<file path="config.mk">
export PLATFORM = sky130hd
export DESIGN_NAME = dcache_2way_wb
export DESIGN_NICKNAME = d
export VERILOG_FILES = /design/src/rtl/dcache_2way_wb.sv
export SDC_FILE = /design/constraint.sdc
export NUM_CORES = 1
export LEC_CHECK = 0
export CAP_MARGIN = 5
export CORE_UTILIZATION = 59
export CTS_CLUSTER_SIZE = 30
export DETAILED_ROUTE_END_ITERATION = 16
export GPL_TIMING_DRIVEN = 0
export PLACE_DENSITY_LB_ADDON = 0.12
export SYNTH_ARGS = -nofsm -noshare
export SYNTH_HDL_FRONTEND = slang
export SYNTH_SLANG_ARGS = --single-unit
</file>
<file path="constraint.sdc">
create_clock -name clk -period 13.1 [get_ports clk]
set_input_delay 2.62 -clock clk [delete_from_list [all_inputs] [get_ports clk]]
set_output_delay 2.62 -clock clk [all_outputs]
set_load 0.005 [all_outputs]
</file>
<file path="src/rtl/dcache_2way_wb.sv">
// Two-way set-associative write-back, write-allocate data cache.
// Hits complete in the request cycle; misses fill a whole line from memory.
module dcache_2way_wb #(
  parameter int WORD_SIZE   = 16,
  parameter int SETS        = 4,
  parameter int LINE_WORDS  = 4,
  parameter int MEM_LATENCY = 4
) (
  input  logic                            clk,
  input  logic                            reset_n,
  input  logic                            req_read,
  input  logic                            req_write,
  input  logic [WORD_SIZE-1:0]            req_addr,
  input  logic [WORD_SIZE-1:0]            req_wdata,
  output logic [WORD_SIZE-1:0]            rsp_rdata,
  output logic                            ready,
  output logic                            hit,
  output logic                            mem_read,
  output logic                            mem_write,
  output logic [WORD_SIZE-1:0]            mem_addr,
  output logic [LINE_WORDS*WORD_SIZE-1:0] mem_wdata,
  input  logic [LINE_WORDS*WORD_SIZE-1:0] mem_rdata,
  output logic [15:0]                     access_cnt,
  output logic [15:0]                     hit_cnt
);

  localparam int INDEX_W  = $clog2(SETS);
  localparam int OFFSET_W = $clog2(LINE_WORDS);
  localparam int TAG_W    = WORD_SIZE - INDEX_W - OFFSET_W;
  localparam int LINE_W   = LINE_WORDS * WORD_SIZE;
  localparam int CNT_W    = (MEM_LATENCY > 1) ? $clog2(MEM_LATENCY) : 1;
  localparam logic [CNT_W-1:0] CNT_LAST = CNT_W'(MEM_LATENCY - 1);

  typedef enum logic [1:0] {
    IDLE,
    WB,
    FILL,
    RESP
  } state_t;

  state_t state;
  state_t stateNext;
  logic [CNT_W-1:0] cnt;
  logic [CNT_W-1:0] cntNext;
  logic victim;
  logic victimNext;

  logic [1:0][SETS-1:0] valid;
  logic [1:0][SETS-1:0] dirty;
  logic [SETS-1:0]      lru;
  logic [TAG_W-1:0]     tags  [2][SETS];
  logic [LINE_W-1:0]    lines [2][SETS];

  logic [TAG_W-1:0]    reqTag;
  logic [INDEX_W-1:0]  reqIdx;
  logic [OFFSET_W-1:0] reqOff;
  logic                isReq;
  logic                isWr;
  logic [1:0]          hitWay;
  logic                anyHit;
  logic                missVictim;
  logic                useWay;
  logic                fillDone;
  logic [LINE_W-1:0]   useLine;

  assign reqTag = req_addr[WORD_SIZE-1 -: TAG_W];
  assign reqIdx = req_addr[OFFSET_W +: INDEX_W];
  assign reqOff = req_addr[OFFSET_W-1:0];
  assign isReq  = req_read | req_write;
  assign isWr   = req_write & ~req_read;

  assign hitWay[0] = valid[0][reqIdx] && (tags[0][reqIdx] == reqTag);
  assign hitWay[1] = valid[1][reqIdx] && (tags[1][reqIdx] == reqTag);
  assign anyHit    = |hitWay;

  assign missVictim = !valid[0][reqIdx] ? 1'b0 :
                      !valid[1][reqIdx] ? 1'b1 : lru[reqIdx];

  // Next state, memory strobes and response for the current request
  always_comb begin
    stateNext  = state;
    cntNext    = cnt;
    victimNext = victim;
    ready      = 1'b0;
    hit        = 1'b0;
    mem_read   = 1'b0;
    mem_write  = 1'b0;
    mem_addr   = '0;
    mem_wdata  = '0;
    useWay     = 1'b0;
    fillDone   = 1'b0;
    rsp_rdata  = '0;
    unique case (state)
      IDLE: begin
        if (isReq) begin
          if (anyHit) begin
            ready  = 1'b1;
            hit    = 1'b1;
            useWay = hitWay[1];
          end else begin
            victimNext = missVictim;
            cntNext    = '0;
            if (valid[missVictim][reqIdx] && dirty[missVictim][reqIdx])
              stateNext = WB;
            else
              stateNext = FILL;
          end
        end
      end
      WB: begin
        mem_write = 1'b1;
        mem_addr  = {tags[victim][reqIdx], reqIdx, {OFFSET_W{1'b0}}};
        mem_wdata = lines[victim][reqIdx];
        if (cnt == CNT_LAST) begin
          cntNext   = '0;
          stateNext = FILL;
        end else begin
          cntNext = cnt + CNT_W'(1);
        end
      end
      FILL: begin
        mem_read = 1'b1;
        mem_addr = {reqTag, reqIdx, {OFFSET_W{1'b0}}};
        if (cnt == CNT_LAST) begin
          cntNext   = '0;
          fillDone  = 1'b1;
          stateNext = RESP;
        end else begin
          cntNext = cnt + CNT_W'(1);
        end
      end
      RESP: begin
        ready     = 1'b1;
        useWay    = victim;
        stateNext = IDLE;
      end
      default: stateNext = IDLE;
    endcase
    useLine = lines[useWay][reqIdx];
    if (ready && req_read)
      rsp_rdata = useLine[reqOff*WORD_SIZE +: WORD_SIZE];
  end

  // FSM state, latency counter and captured victim way
  always_ff @(posedge clk or negedge reset_n) begin
    if (!reset_n) begin
      state  <= IDLE;
      cnt    <= '0;
      victim <= 1'b0;
    end else begin
      state  <= stateNext;
      cnt    <= cntNext;
      victim <= victimNext;
    end
  end

  // Valid, dirty and LRU bookkeeping
  always_ff @(posedge clk or negedge reset_n) begin
    if (!reset_n) begin
      valid <= '0;
      dirty <= '0;
      lru   <= '0;
    end else begin
      if (fillDone) begin
        valid[victim][reqIdx] <= 1'b1;
        dirty[victim][reqIdx] <= 1'b0;
      end
      if (ready) begin
        lru[reqIdx] <= ~useWay;
        if (isWr)
          dirty[useWay][reqIdx] <= 1'b1;
      end
    end
  end

  // Tag and line storage: line fill and word merge
  always_ff @(posedge clk) begin
    if (fillDone) begin
      lines[victim][reqIdx] <= mem_rdata;
      tags[victim][reqIdx]  <= reqTag;
    end
    if (ready && isWr)
      lines[useWay][reqIdx][reqOff*WORD_SIZE +: WORD_SIZE] <= req_wdata;
  end

  // Access and hit counters, wrapping
  always_ff @(posedge clk or negedge reset_n) begin
    if (!reset_n) begin
      access_cnt <= '0;
      hit_cnt    <= '0;
    end else if (ready) begin
      access_cnt <= access_cnt + 16'd1;
      if (hit)
        hit_cnt <= hit_cnt + 16'd1;
    end
  end

endmodule

</file>
# Word level (Yosys, flattened, before mapping)
# Memories as Yosys holds them, arrays and structs flattened.
# Index checks and enable logic that the tools add are counted.
[totals]
ff_bits = 57
mem_bits_rw = 608
in_bits = 100
out_inout_bits = 132
elab_cells = 145
n_memories = 2
[op_classes]
n_addsub = 4
order_cmp = 9
eq_ne = 10
shifts = 3
n_mux = 79
n_bitwise = 10
reduce_logical = 18
[mem_list]
columns = ["memory", "words", "width", "rd", "rd_clocked_by_memory_dff", "wr", "line_no", "source"]
rows = [
  ["lines", 2, 256, 2, 0, 1, "52", "logic [LINE_W-1:0] lines [2][SETS];"],
  ["tags", 2, 48, 3, 0, 1, "51", "logic [TAG_W-1:0] tags [2][SETS];"],
]
[op_table]
columns = ["cell", "count"]
rows = [
  ["$mux 256", 4],
  ["$mux 64", 7],
  ["$bmux 64 s2", 2],
  ["$demux 64 s2", 2],
  ["$reduce_or 256->1", 1],
  ["$mux 12", 7],
  ["$bmux 12 s2", 3],
  ["$shift 16x34->64 const A", 1],
  ["$shiftx 16x34->64", 1],
  ["$shiftx 64x7->16", 1],
  ["$mux 48", 1],
  ["$neg 6->34", 1],
  ["$add 16x1->16 const B", 2],
  ["$pmux 16 s2", 1],
  ["$demux 12 s2", 1],
  ["$eq 12x12->1", 2],
  ["$mux 4", 6],
  ["$mux 8", 3],
  ["$mux 1", 20],
  ["$mux 16", 1],
  ["$mux 2", 8],
  ["$or 8x8->8", 2],
  ["$bmux 1 s2", 5],
  ["$logic_and 1x1->1", 9],
  ["28 further kinds", 42],
]

# Logic depth before layout (Yosys ltp)
# Gate-level depths: netlist (run 1).
[depth]
depth_word = 17
ltp_mapped = 14
depth_no_buf = 9

# Worst setup path before layout (run 1)
# OpenSTA, ideal clock, no wires.
[synth_path]
path_type = "input -> output"
startpoint = "input req_addr[2]"
endpoint = "output rsp_rdata[0]"
arrival_time_ps = 5203
required_ps = 10480
slack_ps = 5277
path_stages = 11
path_buffers = 4
cell_sequence = "buf_6 buf_6 mux4_2 xor2_1 nor4_4 a41oi_2 buf_4 buf_6 mux2i_1 mux2_2 a221oi_1"
[synth_via]
elab_chain_cells = 16
word_cells_on_any_way = 29
classes_between = "2 x eq/ne; 1 x shift; 20 x mux; 1 x bitwise; 4 x reduce/logical; 1 x memory"
[synth_lines]
columns = ["element", "line_no", "source"]
rows = [
  ["start, declared", "13", "input logic [WORD_SIZE-1:0] req_addr,"],
  ["$not 2->3 (implied by the code)", "72, 73, 139", ""],
  ["$bmux 12 s2 (on tied branches)", "72, 73", ""],
  ["$mux 12 (on tied branches) (2 in a row)", "72, 73", ""],
  ["$eq 12x12->1 (on tied branches)", "72, 73", ""],
  ["$logic_and 1x1->1 (on tied branches)", "72, 73", ""],
  ["$reduce_or 2->1", "74", "assign anyHit = |hitWay;"],
  ["$mux 1", "96", "if (anyHit) begin"],
  ["$mux 1", "95", "if (isReq) begin"],
  ["$pmux 1 s2", "93", "unique case (state)"],
  ["$mem_v2 2x256", "n/a", ""],
  ["$bmux 64 s2", "139", "useLine = lines[useWay][reqIdx];"],
  ["$mux 64 (implied by the code) (2 in a row)", "139", ""],
  ["$shiftx 64x7->16", "141", "rsp_rdata = useLine[reqOff*WORD_SIZE +: WORD_SIZE];"],
  ["$mux 16 (*)", "140", "if (ready && req_read)"],
  ["end, declared", "15", "output logic [WORD_SIZE-1:0] rsp_rdata,"],
]
# Every way passes the cells marked *; elsewhere a longest branch is shown, timed or not. The select of a mux whose other input is x is not followed.

# Worst setup path after layout (run 1)
[layout_path]
startpoint = "input req_addr[3]"
endpoint = "output rsp_rdata[0]"
# Same word-level chain as after synthesis.

==> results of run 1 <==
## power breakdown
part / internal [mW] / total, mW / leakage [nW] / switching (mW)
combinational: 0.727 / 1.59 / 5.62 / 0.860
clock: 1.13 / 1.94 / 1.09 / 0.808
sequential: 2.48 / 2.55 / 6.22 / 0.0654
total: 4.34 / 6.08 / 12.9 / 1.73
## cell families (layout without fill, tap and decap cells)
| kind of cell | after synthesis | after routing | share of synthesized area |
|---|---|---|---|
| DFF | 665 | 665 | 0.610 |
| buffers and inverters | 158 | 550 | 0.0210 |
| adders and majority gates | 12 | 12 | 0.00465 |
| xor gates and xnor gates | 58 | 58 | 0.0157 |
| and+or+nand+nor | 304 | 304 | 0.0484 |
| AOI/OAI and AO/OA | 251 | 251 | 0.0471 |
| muxes | 461 | 461 | 0.253 |
| other | 1 | 5 | 0.000116 |
## how the worst max path moves through the flow
stage | startpoint | endpoint | slack (ps) | cells after the start
3_5_place_dp | req_addr[3] | rsp_rdata[0] | 2910 | 10
6_report | req_addr[3] | rsp_rdata[0] | 2640 | 10
4_1_cts | req_addr[3] | rsp_rdata[0] | 2860 | 10
2_1_floorplan | req_addr[2] | rsp_rdata[0] | 5280 | 11
5_1_grt | req_addr[3] | rsp_rdata[0] | 2610 | 10
3_3_place_gp | req_addr[3] | rsp_rdata[0] | 2920 | 10
## stage by stage
| stage | instances | util |
|---|---|---|
| floorplan | 1911 | - |
| detailed placement | 2873 | 0.676 |
| CTS | 2997 | 0.717 |
| global placement | 2834 | 0.657 |
| finish | 3002 | 0.718 |
| global route | 2999 | 0.718 |
## sequential cells by signal, summed over array words and instances, names as in the netlist, 4 cells and up
signal	flops
access_cnt	16
dirty	8
hit_cnt	16
lines	512
lru	4
tags	96
valid	8
## critical path, delay by kind of cell
kind	cells	cell delay [ps]
AOI/OAI and AO/OA	1	650
buffers and inverters	7	4060
muxes	2	480
## routing by layer
layer	up-vias	wire length, um	global-route usage
met1	10600	34100	0.469
met5	-	10	0
li1	8493	-	-
met2	1509	45200	0.545
met3	260	11800	0.0864
met4	2	4900	0.178
## layout by cell type, fill, tap and decap left out, types with 21 or more instances in the layout
cell / n
buf_8: 25
nand2_1: 115
nor2_1: 28
xnor2_1: 48
nor2b_1: 70
dfrtp_1: 57
mux4_2: 279
mux2_2: 52
nand4_1: 21
clkbuf_16: 73
clkbuf_1: 107
mux2i_1: 129
edfxtp_1: 608
clkdlybuf4s50_1: 226
o21ai_0: 152
## layout make-up
| type | count | area [um2] |
|---|---|---|
| Tap cell | 696 | 871 |
| Fill cell | 3342 | 15200 |
| Timing Repair Buffer | 268 | 2980 |
| Buffer | 142 | 618 |
| Antenna cell | 3 | 7.51 |
| Clock inverter | 41 | 355 |
| Multi-Input combinational cell | 1088 | 12300 |
| Sequential cell | 665 | 19700 |
| Inverter | 16 | 60.1 |
| Clock buffer | 83 | 1860 |
==> flow_summary.yaml, run 1 <==
logic_synthesis:
  ys_async_sr_fraction: 0.0857
  yosys-top-cells-area: "edfxtp_1, mux4_2, dfrtp_1"
  avgSynthCellArea_um2: 16.9
  ys_ff_latch: 665
  yosysWarnings: 0
  synthDominantCellAreaShare: 0.566
  synth_top_area_cell: "edfxtp_1"
  synthTopCellsByCount: "edfxtp_1, mux4_2, o21ai_0"
  synth.distinct_cells: 65
  yosysSeqAreaShare: 0.610
  ys.flop_type: "edfxtp_1"
  syn_inst: 1910
  synth.most_common_cell: "edfxtp_1"
  syn_area_um2: 32300
  synth_edf_count: 608
sta:
  finalMaxSlewViolations: 0
  fmax_mhz: 95.6
  fin_crit_sh: 0.799
  relSlewSlack: 0.107
  layout_min_cycle_time_ps: 10460
  rsz0062_at_grt: "false"
  finalHoldViolCount: 0
  fin_skew_ps: 21.3
  tns_ps: 0
  hold_ws_ps: 464
  worstMarginPinSlew_ps: 1330
  finalSetupViolations: 0
  setup_ws_ps: 2640
min_path:
  hold_end: "access_cnt[15]"
  hold_depth: 1
  min_from: "access_cnt[15]"
  hp-class: "reg2reg"
power:
  power_leakage_nw: 12.9
  finalPower_mw: 6.08
  power_density_nw_per_um2: 157
  worst_ir_drop_vdd_mv: 0.110
clock_network:
  cts_tree: "yes"
  cts_buffer_depth: 3
  root_buffer: "clkbuf_16"
  clock-sinks: 665
  post_cts_resized: 0
  clk_pin_slew_ps: 60
  post_cts_buffers: 0
  cts-buffers-inserted: 69
  worstSkewPairLatency_ps: 610
  holdBufCountCts: 0
  htree_num_levels: 3
global_route:
  grt_pass1_vias: 20800
  grt_max_degree: 33
  grt-ovfl-total: 0
  gr-usage-all-layers: 0.352
  grt_pass1_wl_um: 139000
  antenna_found_initial: 1
worst_setup_path:
  worst_r2r_startpoint: "state[0]"
  cpMostUsedCell: "clkbuf_1"
  slowest_delay_ps: 990
  start_kind: "primary input"
  worstPathArrival_ps: 7840
  path_cells: "buf_2 > buf_2 > clkbuf_1 > buf_1 > clkbuf_1 > clkbuf_1 > mux4_2 > mux2i_1 > a221oi_1 > clkdlybuf4s50_1"
  reg2reg_depth: 11
  crit_fanout: 10
  cp.required_ps: 10480
  ff2ff_setup_slack_ps: 8110
  r2r_end: "lines[0][40]"
  cpMaxStageDelayCell: "clkbuf_1"
  worstSetupPathType: "in2out"
  end_kind: "output port"
die:
  placementRows: 85
  start_util: 0.599
  ios: 232
  coreArea_um2: 53900
  design.die.area_um2: 55700
  die_h_um: 236
  die_width_um: 236
placement:
  port_buffers: 227
  dp_hpwl_um: 67600
  globalplace.congestion: 1.01
  pre_cts_slack_ps: 2910
  place_area_um2: 36500
final_layout:
  syn_to_final_growth_pct: 19.9
  final_area_um2: 38700
  drive_gt1_frac: 0.241
  nNetsFinal: 2362
route:
  drt_wl_total_um: 96100
  drc: 0
  drtPass1Iterations: 5
  routed_via_density: 6.95
  vias: 20900
  drtIter0Drc: 2664
  ant_nets: 0
  wl_per_cell_um: 32.0
flow_run:
  cap_violations: 0
outcome:
  status: "complete, no violations"
Power figures use the tool's default switching activity.
==> run 2, diff against run 1 <==
CORE_UTILIZATION = 54   (was 59)
clock period = 9.57 ns   (was 13.1 ns; I/O delays follow)
==> flow_summary.yaml, run 2 (same netlist as run 1, synthesis figures left out) <==
die:
  die_width_um: 247
  coreArea_um2: 59000
  placementRows: 89
  design.die.area_um2: 60800
  die_h_um: 247
  ios: 232
  start_util: 0.547
clock_network:
  cts_tree: "yes"
  post_cts_buffers: 0
  clock-sinks: 665
  clk_pin_slew_ps: 60
  root_buffer: "clkbuf_16"
  htree_num_levels: 3
  cts_buffer_depth: 3
  holdBufCountCts: 0
  worstSkewPairLatency_ps: 610
  post_cts_resized: 0
  cts-buffers-inserted: 69
sta:
  fmax_mhz: 109
  rsz0062_at_grt: "false"
  finalHoldViolCount: 0
  worstMarginPinSlew_ps: 1410
  fin_skew_ps: 21.4
  tns_ps: 0
  finalSetupViolations: 0
  fin_crit_sh: 0.958
  relSlewSlack: 0.0468
  finalMaxSlewViolations: 0
  layout_min_cycle_time_ps: 9160
min_path:
  min_from: "valid[0]"
  hold_end: "valid[0]"
  hp-class: "reg2reg"
  hold_depth: 1
placement:
  globalplace.congestion: 0.963
  dp_cells: 2949
  dp_hpwl_um: 69900
  port_buffers: 227
route:
  ant_nets: 0
  wl_per_cell_um: 31.7
  drtIter0Drc: 2614
  drc: 0
  drtPass1Iterations: 5
  routed_via_density: 6.76
  drt_wl_total_um: 97400
  vias: 20800
global_route:
  gr-usage-all-layers: 0.330
  antenna_found_initial: 3
  grtUsageMet3: 0.0901
  grt_use_met1: 0.430
  grt-busiest-layer: "met2"
  grt-ovfl-total: 0
  grt_pass1_wl_um: 142000
  grt_pass1_vias: 21100
  grt_max_degree: 42
  grt_util_met2: 0.513
worst_setup_path:
  slowest_delay_ps: 930
  worst_r2r_startpoint: "state[0]"
  worstSetupPathType: "in2out"
  worstPathArrival_ps: 7250
  crit_fanout: 10
  reg2reg_depth: 10
  crit_family: "buffers and inverters"
  cpMostUsedCell: "clkbuf_1"
  start_kind: "primary input"
  r2r_end: "lines[0][221]"
  cpMaxStageDelayCell: "clkbuf_1"
  end_kind: "output port"
  ff2ff_setup_slack_ps: 4510
  cp_num_buf_inv: 7
  path_cells: "buf_2 > buf_2 > clkbuf_1 > buf_1 > clkbuf_1 > clkbuf_1 > mux4_2 > mux2i_1 > a221oi_1 > clkdlybuf4s50_1"
  cp.required_ps: 7660
  worst-path-stages: 10
final_layout:
  layout_commonest_cell: "edfxtp_1"
  drive_gt1_frac: 0.236
  final_cells: 3072
  largestRegisters: "lines: 512 flops, tags: 96 flops"
  largest_reg_flops: 512
  nNetsFinal: 2361
  final_cell_mix: "edfxtp_1, mux4_2, clkdlybuf4s50_1"
  top_register: "lines"
  n_fill_cell: 4008
  syn_to_final_growth_pct: 20.2
power:
  power_density_nw_per_um2: 215
  worst_ir_drop_vdd_mv: 0.131
  power_leakage_nw: 12.9
outcome:
  status: "complete, no violations"
flow_run:
  cap_violations: 0
-- run 2: report_power, final --
group          switching (mW)  internal, mW  total (mW)
combinational            1.19         0.993        2.18
sequential             0.0881          3.40        3.49
clock                    1.09          1.60        2.69
total                    2.37          5.99        8.36
-- run 2: metal layers --
| metal | share of wire | up-vias |
|---|---|---|
| li1 | - | 8483 |
| met1 | 0.37 | 10600 |
| met2 | 0.47 | 1380 |
| met3 | 0.11 | 262 |
| met4 | 0.049 | 2 |
| met5 | 0.00012 | - |
-- run 2: per-stage QoR --
step	worst slack, ps	hold WS [ps]	utilization	area [um2]	total power, mW
global route	385	485	0.657	38800	8.62
floorplan	3160	429	-	32300	4.80
detailed placement	664	458	0.619	36500	5.70
finish	406	472	0.657	38800	8.36
global placement	535	446	0.602	35500	5.61
CTS	591	473	0.657	38800	8.35
-- run 2: worst reg2reg max path: cells and delay by family (launching register included) --
| kind | cells | cell delay, ps |
|---|---|---|
| AO/OA/AOI/OAI | 4 | 2000 |
| adder cells (fa/ha/maj) | 1 | 280 |
| buffers and inverters | 5 | 2050 |
| flip-flops | 1 | 420 |
-- run 2: how the worst max path moves through the flow --
stage                           start             to  slack, ps
after floorplan           req_addr[2]   rsp_rdata[0]       3160
after global placement    req_addr[3]  lines[0][123]        530
after detailed placement  req_addr[3]   rsp_rdata[5]        660
after CTS                 req_addr[3]   rsp_rdata[5]        590
after global routing      req_addr[3]   rsp_rdata[5]        380
final                     req_addr[3]   rsp_rdata[5]        410
-- run 2: cell type report --
cell class              instances  area (um2)  area share
plain buffers                 142         618      0.0159
repair buffers                267        2970      0.0766
diodes                          2        5.00    0.000129
multi-input cells            1088       12300       0.316
clock inverters                28         300     0.00774
clock buffers                  91        1930      0.0496
flip-flops and latches        665       19700       0.507
inverters                      16        60.1     0.00155
well taps                     773         967      0.0249
==> run 3, diff against run 2 <==
CORE_UTILIZATION = 40   (was 54)
clock period = 9.3 ns   (was 9.57 ns; I/O delays follow)
==> flow_summary.yaml, run 3 (same netlist as run 1, synthesis figures left out) <==
min_path:
  hp-class: "reg2reg"
  hold_depth: 1
  min_from: "valid[3]"
  hold_end: "valid[3]"
final_layout:
  nNetsFinal: 2371
  drive_gt1_frac: 0.240
  largestRegisters: "lines: 512 flops, tags: 96 flops"
  largest_reg_flops: 512
  top_register: "lines"
  syn_to_final_growth_pct: 21.5
  layout_commonest_cell: "edfxtp_1"
  final_cell_mix: "edfxtp_1, mux4_2, clkdlybuf4s50_1"
  final_area_um2: 39200
route:
  wl_per_cell_um: 31.8
  drtPass1Iterations: 5
  drtIter0Drc: 2333
  ant_nets: 0
  vias: 20600
  drt_wl_total_um: 107000
  routed_via_density: 6.13
  drc: 0
clock_network:
  htree_num_levels: 3
  cts_buffer_depth: 3
  post_cts_resized: 0
  clock-sinks: 665
  holdBufCountCts: 0
  worstSkewPairLatency_ps: 610
  post_cts_buffers: 0
  root_buffer: "clkbuf_16"
  cts_tree: "yes"
  clk_pin_slew_ps: 60
  cts-buffers-inserted: 74
worst_setup_path:
  worstSetupPathType: "in2out"
  slowest_delay_ps: 800
  end_kind: "output port"
  cpMaxStageDelayCell: "clkbuf_1"
  cp.required_ps: 7440
  crit_fanout: 10
  reg2reg_depth: 11
  start_kind: "primary input"
  path_cells: "buf_2 > buf_2 > clkbuf_1 > buf_1 > clkbuf_1 > buf_1 > mux4_2 > mux2i_1 > a221oi_1 > clkdlybuf4s50_1"
  r2r_end: "lines[0][42]"
  ff2ff_setup_slack_ps: 4100
  worst_r2r_startpoint: "state[0]"
  worstPathArrival_ps: 7240
outcome:
  status: "complete, no violations"
sta:
  fmax_mhz: 110
  fin_crit_sh: 0.978
  relSlewSlack: 0.0535
  tns_ps: 0
  finalHoldViolCount: 0
  finalMaxSlewViolations: 0
  hold_ws_ps: 466
  setup_ws_ps: 202
  layout_min_cycle_time_ps: 9100
  rsz0062_at_grt: "false"
  fin_skew_ps: 21.6
  worstMarginPinSlew_ps: 1400
  finalSetupViolations: 0
power:
  finalPower_mw: 8.70
  worst_ir_drop_vdd_mv: 0.125
  power_leakage_nw: 13.0
  power_density_nw_per_um2: 222
placement:
  port_buffers: 227
  dp_hpwl_um: 77700
  place_area_um2: 36900
  pre_cts_slack_ps: 451
  globalplace.congestion: 0.894
die:
  die_width_um: 286
  coreArea_um2: 79400
  placementRows: 103
  die_h_um: 286
  design.die.area_um2: 81800
  start_util: 0.407
  ios: 232
global_route:
  grt_max_degree: 36
  grt_pass1_wl_um: 153000
  gr-usage-all-layers: 0.263
  antenna_found_initial: 4
  grt-ovfl-total: 0
  grt_pass1_vias: 21000
flow_run:
  cap_violations: 0
## run 3: cell count changes in the layout (fill, tap and decap cells not counted), sizes merged
cell,before,now
inv,14,16
clkinv,22,28
clkinvlp,1,0
clkbuf,189,192
bufinv,7,5
buf,85,88
## run 3: worst max-delay path: cells and delay by family
| kind | cells | cell delay [ps] |
|---|---|---|
| buffers and inverters | 7 | 4010 |
| AOI/OAI and AO/OA | 1 | 790 |
| muxes | 2 | 540 |
## run 3: how the worst max path moves through the flow
stage,cells past startpoint,startpoint,endpoint
after floorplan,11,req_addr[2],rsp_rdata[0]
after detailed placement,10,req_addr[3],rsp_rdata[1]
after global routing,10,req_addr[3],rsp_rdata[3]
after global placement,10,req_addr[3],lines[0][41]
after CTS,10,req_addr[3],rsp_rdata[1]
final,10,req_addr[3],rsp_rdata[2]
## run 3: where the power goes
| part | switching (mW) | total [mW] | internal, mW |
|---|---|---|---|
| clock | 1.17 | 2.81 | 1.64 |
| combinational | 1.28 | 2.31 | 1.03 |
| sequential | 0.0861 | 3.59 | 3.50 |
| total | 2.53 | 8.70 | 6.17 |
## run 3: area by class of cell
cell class                 count  area (um2)
fill                        6689       40200
multi-input combinational   1088       12300
tap                         1050        1310
antenna                        2        5.00
inverter                      16        60.1
sequential                   665       19700
clock buffer                  92        1980
timing repair buffer         272        3020
buffer                       142         619
clock inverter                33         282
## run 3: metrics by stage
stage / std cells / util
2_1_floorplan: 1911 / -
3_3_place_gp: 3188 / 0.452
3_5_place_dp: 3229 / 0.465
4_1_cts: 3354 / 0.494
5_1_grt: 3358 / 0.494
6_report: 3360 / 0.494
## run 3: per-layer routing
metal	track usage	routed length [um]	vias to the layer above
met5	0	0	-
met4	0.0993	4220	0
met3	0.0424	8130	203
met2	0.419	50700	1034
met1	0.363	43800	10900
li1	-	-	8498
